--- src/rtl/fetch_pkg.sv ---
// Shared fetch-front-end definitions: default PC parameters, branch-select
// encodings used by the branch controller, and the buffered fetch entry type.
package fetch_pkg;

  localparam int ADDR_W_DEFAULT  = 32;
  localparam int INSTR_W_DEFAULT = 32;

  localparam logic [ADDR_W_DEFAULT-1:0] RESET_PC_DEFAULT = 32'h0000_0000;
  localparam logic [ADDR_W_DEFAULT-1:0] PC_STEP_DEFAULT  = 32'd4;

  localparam logic [1:0] BR_NONE = 2'b00;
  localparam logic [1:0] BR_JUMP = 2'b01;
  localparam logic [1:0] BR_ZERO = 2'b10;
  localparam logic [1:0] BR_NEG  = 2'b11;

  typedef struct packed {
    logic [INSTR_W_DEFAULT-1:0] instr;
    logic [ADDR_W_DEFAULT-1:0]  pc;
  } fetch_entry_t;

endpackage

--- src/rtl/fetch_buffer.sv ---
// Two-entry synchronous FIFO holding fetched {instr, pc} entries.
// Flush (and reset) take priority over push and pop.
module fetch_buffer
  import fetch_pkg::*;
#(
  parameter type entry_t = fetch_entry_t
) (
  input  logic       clk_i,
  input  logic       rst_i,
  input  logic       push_i,
  input  entry_t     push_data_i,
  input  logic       pop_i,
  input  logic       flush_i,
  output entry_t     head_o,
  output logic [1:0] count_o,
  output logic       full_o,
  output logic       empty_o
);

  entry_t     mem [2];
  logic       rd_ptr_q;
  logic       wr_ptr_q;
  logic [1:0] count_q;
  logic       do_push;
  logic       do_pop;

  assign empty_o = (count_q == 2'd0);
  assign full_o  = (count_q == 2'd2);
  assign count_o = count_q;
  assign head_o  = mem[rd_ptr_q];

  assign do_pop  = pop_i & !empty_o;
  assign do_push = push_i & (!full_o | do_pop);

  always_ff @(posedge clk_i) begin
    if (rst_i || flush_i) begin
      count_q  <= 2'd0;
      rd_ptr_q <= 1'b0;
      wr_ptr_q <= 1'b0;
    end else begin
      if (do_push) wr_ptr_q <= ~wr_ptr_q;
      if (do_pop)  rd_ptr_q <= ~rd_ptr_q;
      count_q <= count_q + {1'b0, do_push} - {1'b0, do_pop};
    end
  end

  // Storage carries no reset; occupancy alone decides what is meaningful.
  always_ff @(posedge clk_i) begin
    if (do_push) mem[wr_ptr_q] <= push_data_i;
  end

endmodule

--- src/rtl/fetch_unit.sv ---
// Instruction fetch front end: PC register, fixed one-cycle imem request/response
// tracking, and a 2-entry output buffer with valid/ready toward IF/ID.
module fetch_unit
  import fetch_pkg::*;
#(
  parameter int                    ADDR_WIDTH  = ADDR_W_DEFAULT,
  parameter int                    INSTR_WIDTH = INSTR_W_DEFAULT,
  parameter logic [ADDR_WIDTH-1:0] RESET_PC    = ADDR_WIDTH'(RESET_PC_DEFAULT),
  parameter logic [ADDR_WIDTH-1:0] PC_STEP     = ADDR_WIDTH'(PC_STEP_DEFAULT)
) (
  input  logic                   clk_i,
  input  logic                   rst_i,
  input  logic                   pc_select_i,
  input  logic                   clear_pipes_i,
  input  logic [ADDR_WIDTH-1:0]  branch_target_i,
  output logic                   imem_req_o,
  output logic [ADDR_WIDTH-1:0]  imem_addr_o,
  input  logic [INSTR_WIDTH-1:0] imem_rdata_i,
  output logic                   instr_valid_o,
  output logic [INSTR_WIDTH-1:0] instr_o,
  output logic [ADDR_WIDTH-1:0]  instr_pc_o,
  input  logic                   instr_ready_i
);

  typedef struct packed {
    logic [INSTR_WIDTH-1:0] instr;
    logic [ADDR_WIDTH-1:0]  pc;
  } entry_t;

  logic [ADDR_WIDTH-1:0] pc_q;
  logic                  inflight_q;
  logic [ADDR_WIDTH-1:0] inflight_pc_q;

  entry_t     head;
  entry_t     push_data;
  logic [1:0] buf_count;
  logic       buf_full;
  logic       buf_empty;
  logic       pop;
  logic       room;
  logic       issue;

  assign instr_valid_o = !buf_empty & !rst_i;
  assign pop           = instr_valid_o & instr_ready_i;

  // Buffered plus in-flight entries may not exceed two once this cycle's pop retires.
  assign room  = pop | !(buf_full | ((buf_count == 2'd1) & inflight_q));
  assign issue = !rst_i & !pc_select_i & !clear_pipes_i & room;

  assign imem_req_o  = issue;
  assign imem_addr_o = issue ? pc_q : '0;
  assign instr_o     = instr_valid_o ? head.instr : '0;
  assign instr_pc_o  = instr_valid_o ? head.pc : '0;

  // Stage p0: request issue and PC advance
  always_ff @(posedge clk_i) begin
    if (rst_i) begin
      pc_q       <= RESET_PC;
      inflight_q <= 1'b0;
    end else begin
      if (pc_select_i)  pc_q <= branch_target_i;
      else if (issue)   pc_q <= pc_q + PC_STEP;
      inflight_q <= issue;
    end
  end

  always_ff @(posedge clk_i) begin
    if (issue) inflight_pc_q <= pc_q;
  end

  // Stage p1: memory response tagged with its PC enters the buffer
  assign push_data = '{instr: imem_rdata_i, pc: inflight_pc_q};

  fetch_buffer #(
    .entry_t (entry_t)
  ) u_buffer (
    .clk_i       (clk_i),
    .rst_i       (rst_i),
    .push_i      (inflight_q),
    .push_data_i (push_data),
    .pop_i       (pop),
    .flush_i     (clear_pipes_i),
    .head_o      (head),
    .count_o     (buf_count),
    .full_o      (buf_full),
    .empty_o     (buf_empty)
  );

endmodule

--- config.mk ---
export PLATFORM = sky130hd
export DESIGN_NAME = fetch_unit
export DESIGN_NICKNAME = d
export VERILOG_FILES = /design/src/rtl/fetch_pkg.sv /design/src/rtl/fetch_buffer.sv /design/src/rtl/fetch_unit.sv
export SDC_FILE = /design/constraint.sdc
export NUM_CORES = 1
export LEC_CHECK = 0
export CORE_AREA = 2 2 156 158
export CTS_BUF_LIST = sky130_fd_sc_hd__clkbuf_8 sky130_fd_sc_hd__clkbuf_16
export CTS_CLUSTER_DIAMETER = 200
export DETAILED_ROUTE_END_ITERATION = 8
export DIE_AREA = 0 0 158 160
export PLACE_DENSITY = 0.69
export SLEW_MARGIN = 10
export SYNTH_ARGS = -nofsm -noshare
export SYNTH_HDL_FRONTEND = slang
export SYNTH_SLANG_ARGS = --single-unit
--- constraint.sdc ---
create_clock -name clk_i -period 10.4 [get_ports clk_i]
set_input_delay 2.08 -clock clk_i [delete_from_list [all_inputs] [get_ports clk_i]]
set_output_delay 2.08 -clock clk_i [all_outputs]
set_load 0.01 [all_outputs]
==> results.py, run 1 <==
metrics = {
    "cts": {
        "cts.sinks": 198,
        "cts_root_buffer": "clkbuf_16",
        "cts_tree": "done",
        "clk_latency_ns": 0.43,
        "cts_max_level": 4,
        "clk_pin_slew_ns": 0.07,
        "clockBufferDepth": 2,
        "hold_buffers": 0,
        "post_cts_buffers": 0,
        "cts_resized": 0,
        "cts_made_buffers": 17,
    },
    "cells_and_area": {
        "n_antenna_cell": 0,
        "synthToLayoutAreaGrowth_pct": 31.6,
        "fillers": 2198,
        "drive_gt1_frac": 0.0748,
        "fin_nets": 833,
        "final_cells": 1099,
        "utilization": 0.451,
    },
    "route": {
        "viasPerCell": 4.52,
        "drt_iter0_markers": 265,
        "vias": 4972,
        "wirelength_um": 17000,
        "drc": 0,
        "wire_per_inst_um": 15.5,
        "final_antenna_net_count": 0,
        "first_pass_iters": 5,
    },
    "setup_path": {
        "cp_slowest_cell": "clkdlybuf4s50_1",
        "crit_family": "buffers and inverters",
        "critPathBufInv": 4,
        "path_max_fanout": 56,
        "reg2reg_to": "u_buffer.count_o[1]",
        "worst-r2r-setup-slack_ns": 8.00,
        "cp-end-kind": "output pin",
        "slowest_delay_ns": 0.55,
        "worst-setup-path-type": "in2out",
        "reg2reg_from": "u_buffer.count_o[1]",
        "critPathArrivalTime_ns": 4.70,
        "worst-path-stages": 8,
        "cp_cell_sequence": "clkdlybuf4s50_1 -> buf_4 -> nor2_1 -> nand3_2 -> nor2_4 -> buf_4 -> and2_1 -> clkdlybuf4s50_1",
        "reg2reg_depth": 9,
        "start_kind": "input pin",
        "required_ns": 8.32,
    },
    "floorplan": {
        "die_area_um2": 25300,
        "num_io_pins": 167,
        "dieWidth_um": 158,
        "num_rows": 57,
        "die_h_um": 160,
        "start_util": 0.343,
        "coreArea_um2": 23800,
    },
    "power_and_ir_drop": {
        "p_total_uw": 1610,
        "p_leak_uw": 0.00357,
        "peakVddDrop_v": 0.0000880,
        "powerDensity_nw_per_um2": 150,
    },
    "synth": {
        "synth_seq_area_share": 0.682,
        "synth_common_cells": "160 x edfxtp_1, 83 x nor2_1, 68 x mux2i_1, 38 x dfxtp_1, 31 x and2_1",
        "synth_cell_types": 39,
        "synth_area_um2": 8160,
        "synth_edf_count": 160,
        "synth_nets": 671,
        "syn_inst": 600,
        "synth_top_cell_by_area": "edfxtp_1",
        "postSynth.asyncResetShare": 0,
        "netlist_top_cells_area": "edfxtp_1 59%, dfxtp_1 9.3%, mux2i_1 8.3%",
        "avgSynthCellArea_um2": 13.6,
        "synth_seq_cells": 198,
        "synth_top_area_frac": 0.589,
        "synth_most_common_cell": "edfxtp_1",
        "synth-main-ff-cell": "edfxtp_1",
        "synth_warnings": 0,
    },
    "min_path": {
        "holdCritPathClass": "reg2reg",
        "hold_depth": 0,
        "hold_path_end": "u_buffer.mem[0][4]",
        "hp-start": "inflight_pc_q[4]",
    },
    "sta": {
        "timing.fmax_ghz": 0.147,
        "finalHoldViolCount": 0,
        "relSlewSlack": 0.257,
        "tns_ns": 0,
        "drv_slew": 0,
        "tightestPinTransition_ns": 1.11,
        "rsz0062_at_grt": "no",
        "finalCritPeriodShare": 0.652,
        "fin_crit_ns": 6.78,
        "finalSetupViolCount": 0,
        "clock_skew_ns": 0.0124,
    },
    "global_routing": {
        "grt-ovfl-total": 0,
        "grt_pass1_wl_um": 26300,
        "grt_pass1_vias": 5025,
        "track_usage": 0.136,
        "grt_max_degree": 66,
        "antenna_found_initial": 0,
    },
    "placed_design": {
        "place_inst": 1067,
        "dp_hpwl_um": 11100,
        "port-buffer-count": 166,
        "gp_congestion": 0.745,
    },
    "flow_run": {
        "drv_cap": 0,
    },
    "run_status": {
        "status": "complete, no violations",
    },
}
-- cells by family after synthesis --
kind of cell / after synthesis / synth area share
xor+xnor: 33 / 0.0354
fa+ha+maj: 2 / 0.00307
simple gates: 182 / 0.124
compound gates: 55 / 0.0417
flops: 198 / 0.682
mux: 69 / 0.0848
buf+inv: 61 / 0.0293
-- how the worst max path moves through the flow --
stage / start / end / slack [ns]
detailed placement: rst_i / imem_addr_o[6] / 3.60
finish: rst_i / imem_addr_o[15] / 3.62
global placement: rst_i / imem_addr_o[6] / 3.66
CTS: rst_i / imem_addr_o[13] / 3.57
floorplan: rst_i / imem_addr_o[22] / 4.17
global route: rst_i / imem_addr_o[12] / 3.42
-- cell type report --
class,instances,area [um^2],area share
inverters,30,113,0.0105
well taps,324,405,0.0377
clock buffers,17,425,0.0396
repair buffers,174,1720,0.160
clock inverters,15,131,0.0122
flip-flops and latches,198,5570,0.519
multi-input cells,341,2380,0.222
-- sequential cells by signal, indices dropped and copies added (netlist names), named ones only --
register / flops
u_buffer.wr_ptr_q: 1
pc_q: 32
u_buffer.count_o: 2
inflight_pc_q: 32
u_buffer.mem: 128
u_buffer.rd_ptr_q: 1
inflight_q: 1
-- layer usage --
layer  up-vias  share of wire  GRT usage  wire length [um]
met5         -              0          0                 0
met4         0          0.014     0.0442               243
met3        13          0.053     0.0353               899
met2       117           0.50      0.231              8430
met1      2377           0.44      0.169              7450
li1       2465              -          -                 -
-- where the power goes --
part	total (uW)	internal [uW]	switching, uW	leakage (uW)
Combinational	91.5	51.2	40.4	0.00152
Clock	621	332	289	0.000270
Sequential	895	876	18.9	0.00179
Total	1610	1260	348	0.00357
-- through the flow --
step                area, um^2  hold WS (ns)  setup slack [ns]
floorplan                 8160         0.407              4.17
global placement         10200         0.425              3.66
detailed placement       10200         0.429              3.60
CTS                      10700         0.443              3.57
global route             10700         0.452              3.42
finish                   10700         0.446              3.62
-- cells in the final DEF (no fill, tap or decap), types with 3 or more instances in the layout --
cell type	n
clkdlybuf4s50_1	165
edfxtp_1	160
and2_1	31
xor2_1	6
and3_1	4
nand3_1	11
dfxtp_1	37
nor3_1	6
mux2i_1	68
nor2_4	3
nand2b_1	3
nand2_1	7
nand4bb_1	3
buf_4	8
clkinvlp_4	3
xnor2_1	27
clkbuf_16	17
o21a_1	26
nor4_4	4
a21oi_1	28
nor2_1	80
inv_1	31
nand4_1	16
(Power assumes the default switching activity.)
==> run 2: changes to the inputs <==
--- a/config.mk
+++ b/config.mk
@@ -10,7 +10,7 @@
 export CTS_CLUSTER_DIAMETER = 200
 export DETAILED_ROUTE_END_ITERATION = 8
 export DIE_AREA = 0 0 158 160
-export PLACE_DENSITY = 0.69
+export PLACE_DENSITY = 0.71
 export SLEW_MARGIN = 10
 export SYNTH_ARGS = -nofsm -noshare
 export SYNTH_HDL_FRONTEND = slang
==> constraint.sdc (replaced) <==
create_clock -name clk_i -period 5.9 [get_ports clk_i]
set_input_delay 1.18 -clock clk_i [delete_from_list [all_inputs] [get_ports clk_i]]
set_output_delay 1.18 -clock clk_i [all_outputs]
set_load 0.01 [all_outputs]
==> results.py, run 2 (synthesis gave the netlist of run 1 again) <==
metrics = {
    "run_status": {
        "status": "complete, no violations",
    },
    "cts": {
        "clockBufferDepth": 2,
        "hold_buffers": 0,
        "cts_root_buffer": "clkbuf_16",
        "cts_resized": 0,
        "cts.sinks": 198,
        "clk_pin_slew_ns": 0.07,
        "cts_tree": "done",
        "clk_latency_ns": 0.42,
        "cts_max_level": 4,
        "cts_made_buffers": 17,
        "post_cts_buffers": 0,
    },
    "sta": {
        "tns_ns": 0,
        "drv_slew": 0,
        "final.setup.worst_slack_ns": 0.733,
        "rsz0062_at_grt": "no",
        "finalSetupViolCount": 0,
        "fin_crit_ns": 5.17,
        "timing.fmax_ghz": 0.194,
        "finalHoldViolCount": 0,
        "relSlewSlack": 0.251,
        "clock_skew_ns": 0.0102,
        "finalCritPeriodShare": 0.876,
        "tightestPinTransition_ns": 1.12,
    },
    "route": {
        "final_antenna_net_count": 0,
        "drc": 0,
        "vias": 4980,
        "first_pass_iters": 6,
        "wire_per_inst_um": 15.6,
        "wirelength_um": 17100,
        "viasPerCell": 4.53,
        "drt_iter0_markers": 306,
    },
    "setup_path": {
        "start_kind": "input pin",
        "required_ns": 4.72,
        "cp-end-kind": "output pin",
        "path_max_fanout": 37,
        "reg2reg_from": "u_buffer.count_o[0]",
        "worst-setup-path-type": "in2out",
        "worstSetupStartpoint": "instr_ready_i",
        "critPathArrivalTime_ns": 3.99,
    },
    "placed_design": {
        "port-buffer-count": 166,
        "place_inst": 1067,
        "pre_cts_ws_ns": 0.723,
        "gp_congestion": 0.751,
        "dp_hpwl_um": 11400,
    },
    "floorplan": {
        "die_area_um2": 25300,
        "num_rows": 57,
        "num_io_pins": 167,
        "coreArea_um2": 23800,
        "dieWidth_um": 158,
        "start_util": 0.343,
        "die_h_um": 160,
    },
    "cells_and_area": {
        "regMostFlops": "u_buffer.mem",
        "final_common_cell": "clkdlybuf4s50_1",
        "fin_nets": 833,
        "seqCellArea_um2": 5570,
        "synthToLayoutAreaGrowth_pct": 32.0,
        "largest_reg_flops": 128,
        "drive_gt1_frac": 0.0774,
        "utilization": 0.452,
        "mostFrequentLayoutCells": "165 x clkdlybuf4s50_1, 160 x edfxtp_1, 80 x nor2_1, 68 x mux2i_1, 37 x dfxtp_1",
        "n_antenna_cell": 0,
        "multi_input_area_um2": 2380,
        "largestRegisters": "u_buffer.mem: 128 flops, inflight_pc_q: 32 flops, pc_q: 32 flops",
        "fillers": 2185,
        "final_cells": 1099,
    },
    "power_and_ir_drop": {
        "peakVddDrop_v": 0.000198,
        "pwr-share-comb": 0.056,
        "switching_share": 0.213,
        "power.switching_uw": 612,
        "p_int_uw": 2260,
        "p_leak_uw": 0.00359,
        "p_clk_frac": 0.395,
        "powerDensity_nw_per_um2": 267,
        "p_seq_frac": 0.549,
    },
    "min_path": {
        "hp-start": "pc_q[1]",
        "holdCritPathClass": "reg2reg",
    },
    "global_routing": {
        "grt-ovfl-total": 0,
        "track_usage": 0.134,
        "grt_max_degree": 66,
        "grt_pass1_wl_um": 26100,
        "antenna_found_initial": 0,
        "grt_pass1_vias": 4781,
    },
    "flow_run": {
        "drv_cap": 0,
    },
}
[run 2: changes by cell type in the layout (fill, tap and decap cells not counted)]
cell       delta
inv_1         -1
clkinv_1      -1
clkinv_2      +2
bufinv_16     +1
buf_12        +1
buf_4         -1
inv_6         -1
[run 2: worst paths after layout]
check                                      endpoint  slack, ns  cells after the start
worst min-delay path               inflight_pc_q[1]       0.44                      0
worst min register to register     inflight_pc_q[1]       0.44                      0
worst max-delay path                imem_addr_o[25]       0.73                      7
worst max register to register  u_buffer.mem[1][12]       3.39                      4
[run 2: power by group through the flow]
| stage | sequential, uW | combinational, uW | clock (uW) |
|---|---|---|---|
| floorplan | 1600 | 79.8 | 0 |
| CTS | 1580 | 164 | 1170 |
| global route | 1580 | 177 | 1220 |
| finish | 1580 | 162 | 1140 |
| detailed placement | 1610 | 163 | 0 |
| global placement | 1610 | 161 | 0 |
[run 2: final cells by class]
cell class                 instances  area share
timing repair buffer             174       0.160
tap                              324      0.0376
multi-input combinational        341       0.221
sequential                       198       0.517
clock buffer                      17      0.0395
clock inverter                    15      0.0144
inverter                          30      0.0104
[run 2: per-stage QoR]
step | hold slack [ns] | cell area (um^2) | power [uW]
5_1_grt | 0.452 | 10800 | 2980
3_3_place_gp | 0.415 | 10200 | 1770
3_5_place_dp | 0.424 | 10200 | 1770
4_1_cts | 0.442 | 10800 | 2910
2_1_floorplan | 0.407 | 8160 | 1680
6_report | 0.445 | 10800 | 2870
[run 2: worst max-delay path, stage by stage]
cell and delay [ns]:
clkdlybuf4s50_1 0.58, nand4bb_1 0.20, nand3_2 0.21, nor2_4 0.67, buf_4 0.41, and2_1 0.18
clkdlybuf4s50_1 0.53
[run 2: routing by layer]
metal,wire [um],global-route usage,share of wire
met5,0,0,0
met4,188,0.0393,0.011
met3,728,0.0296,0.043
met2,8210,0.220,0.48
met1,7970,0.180,0.47
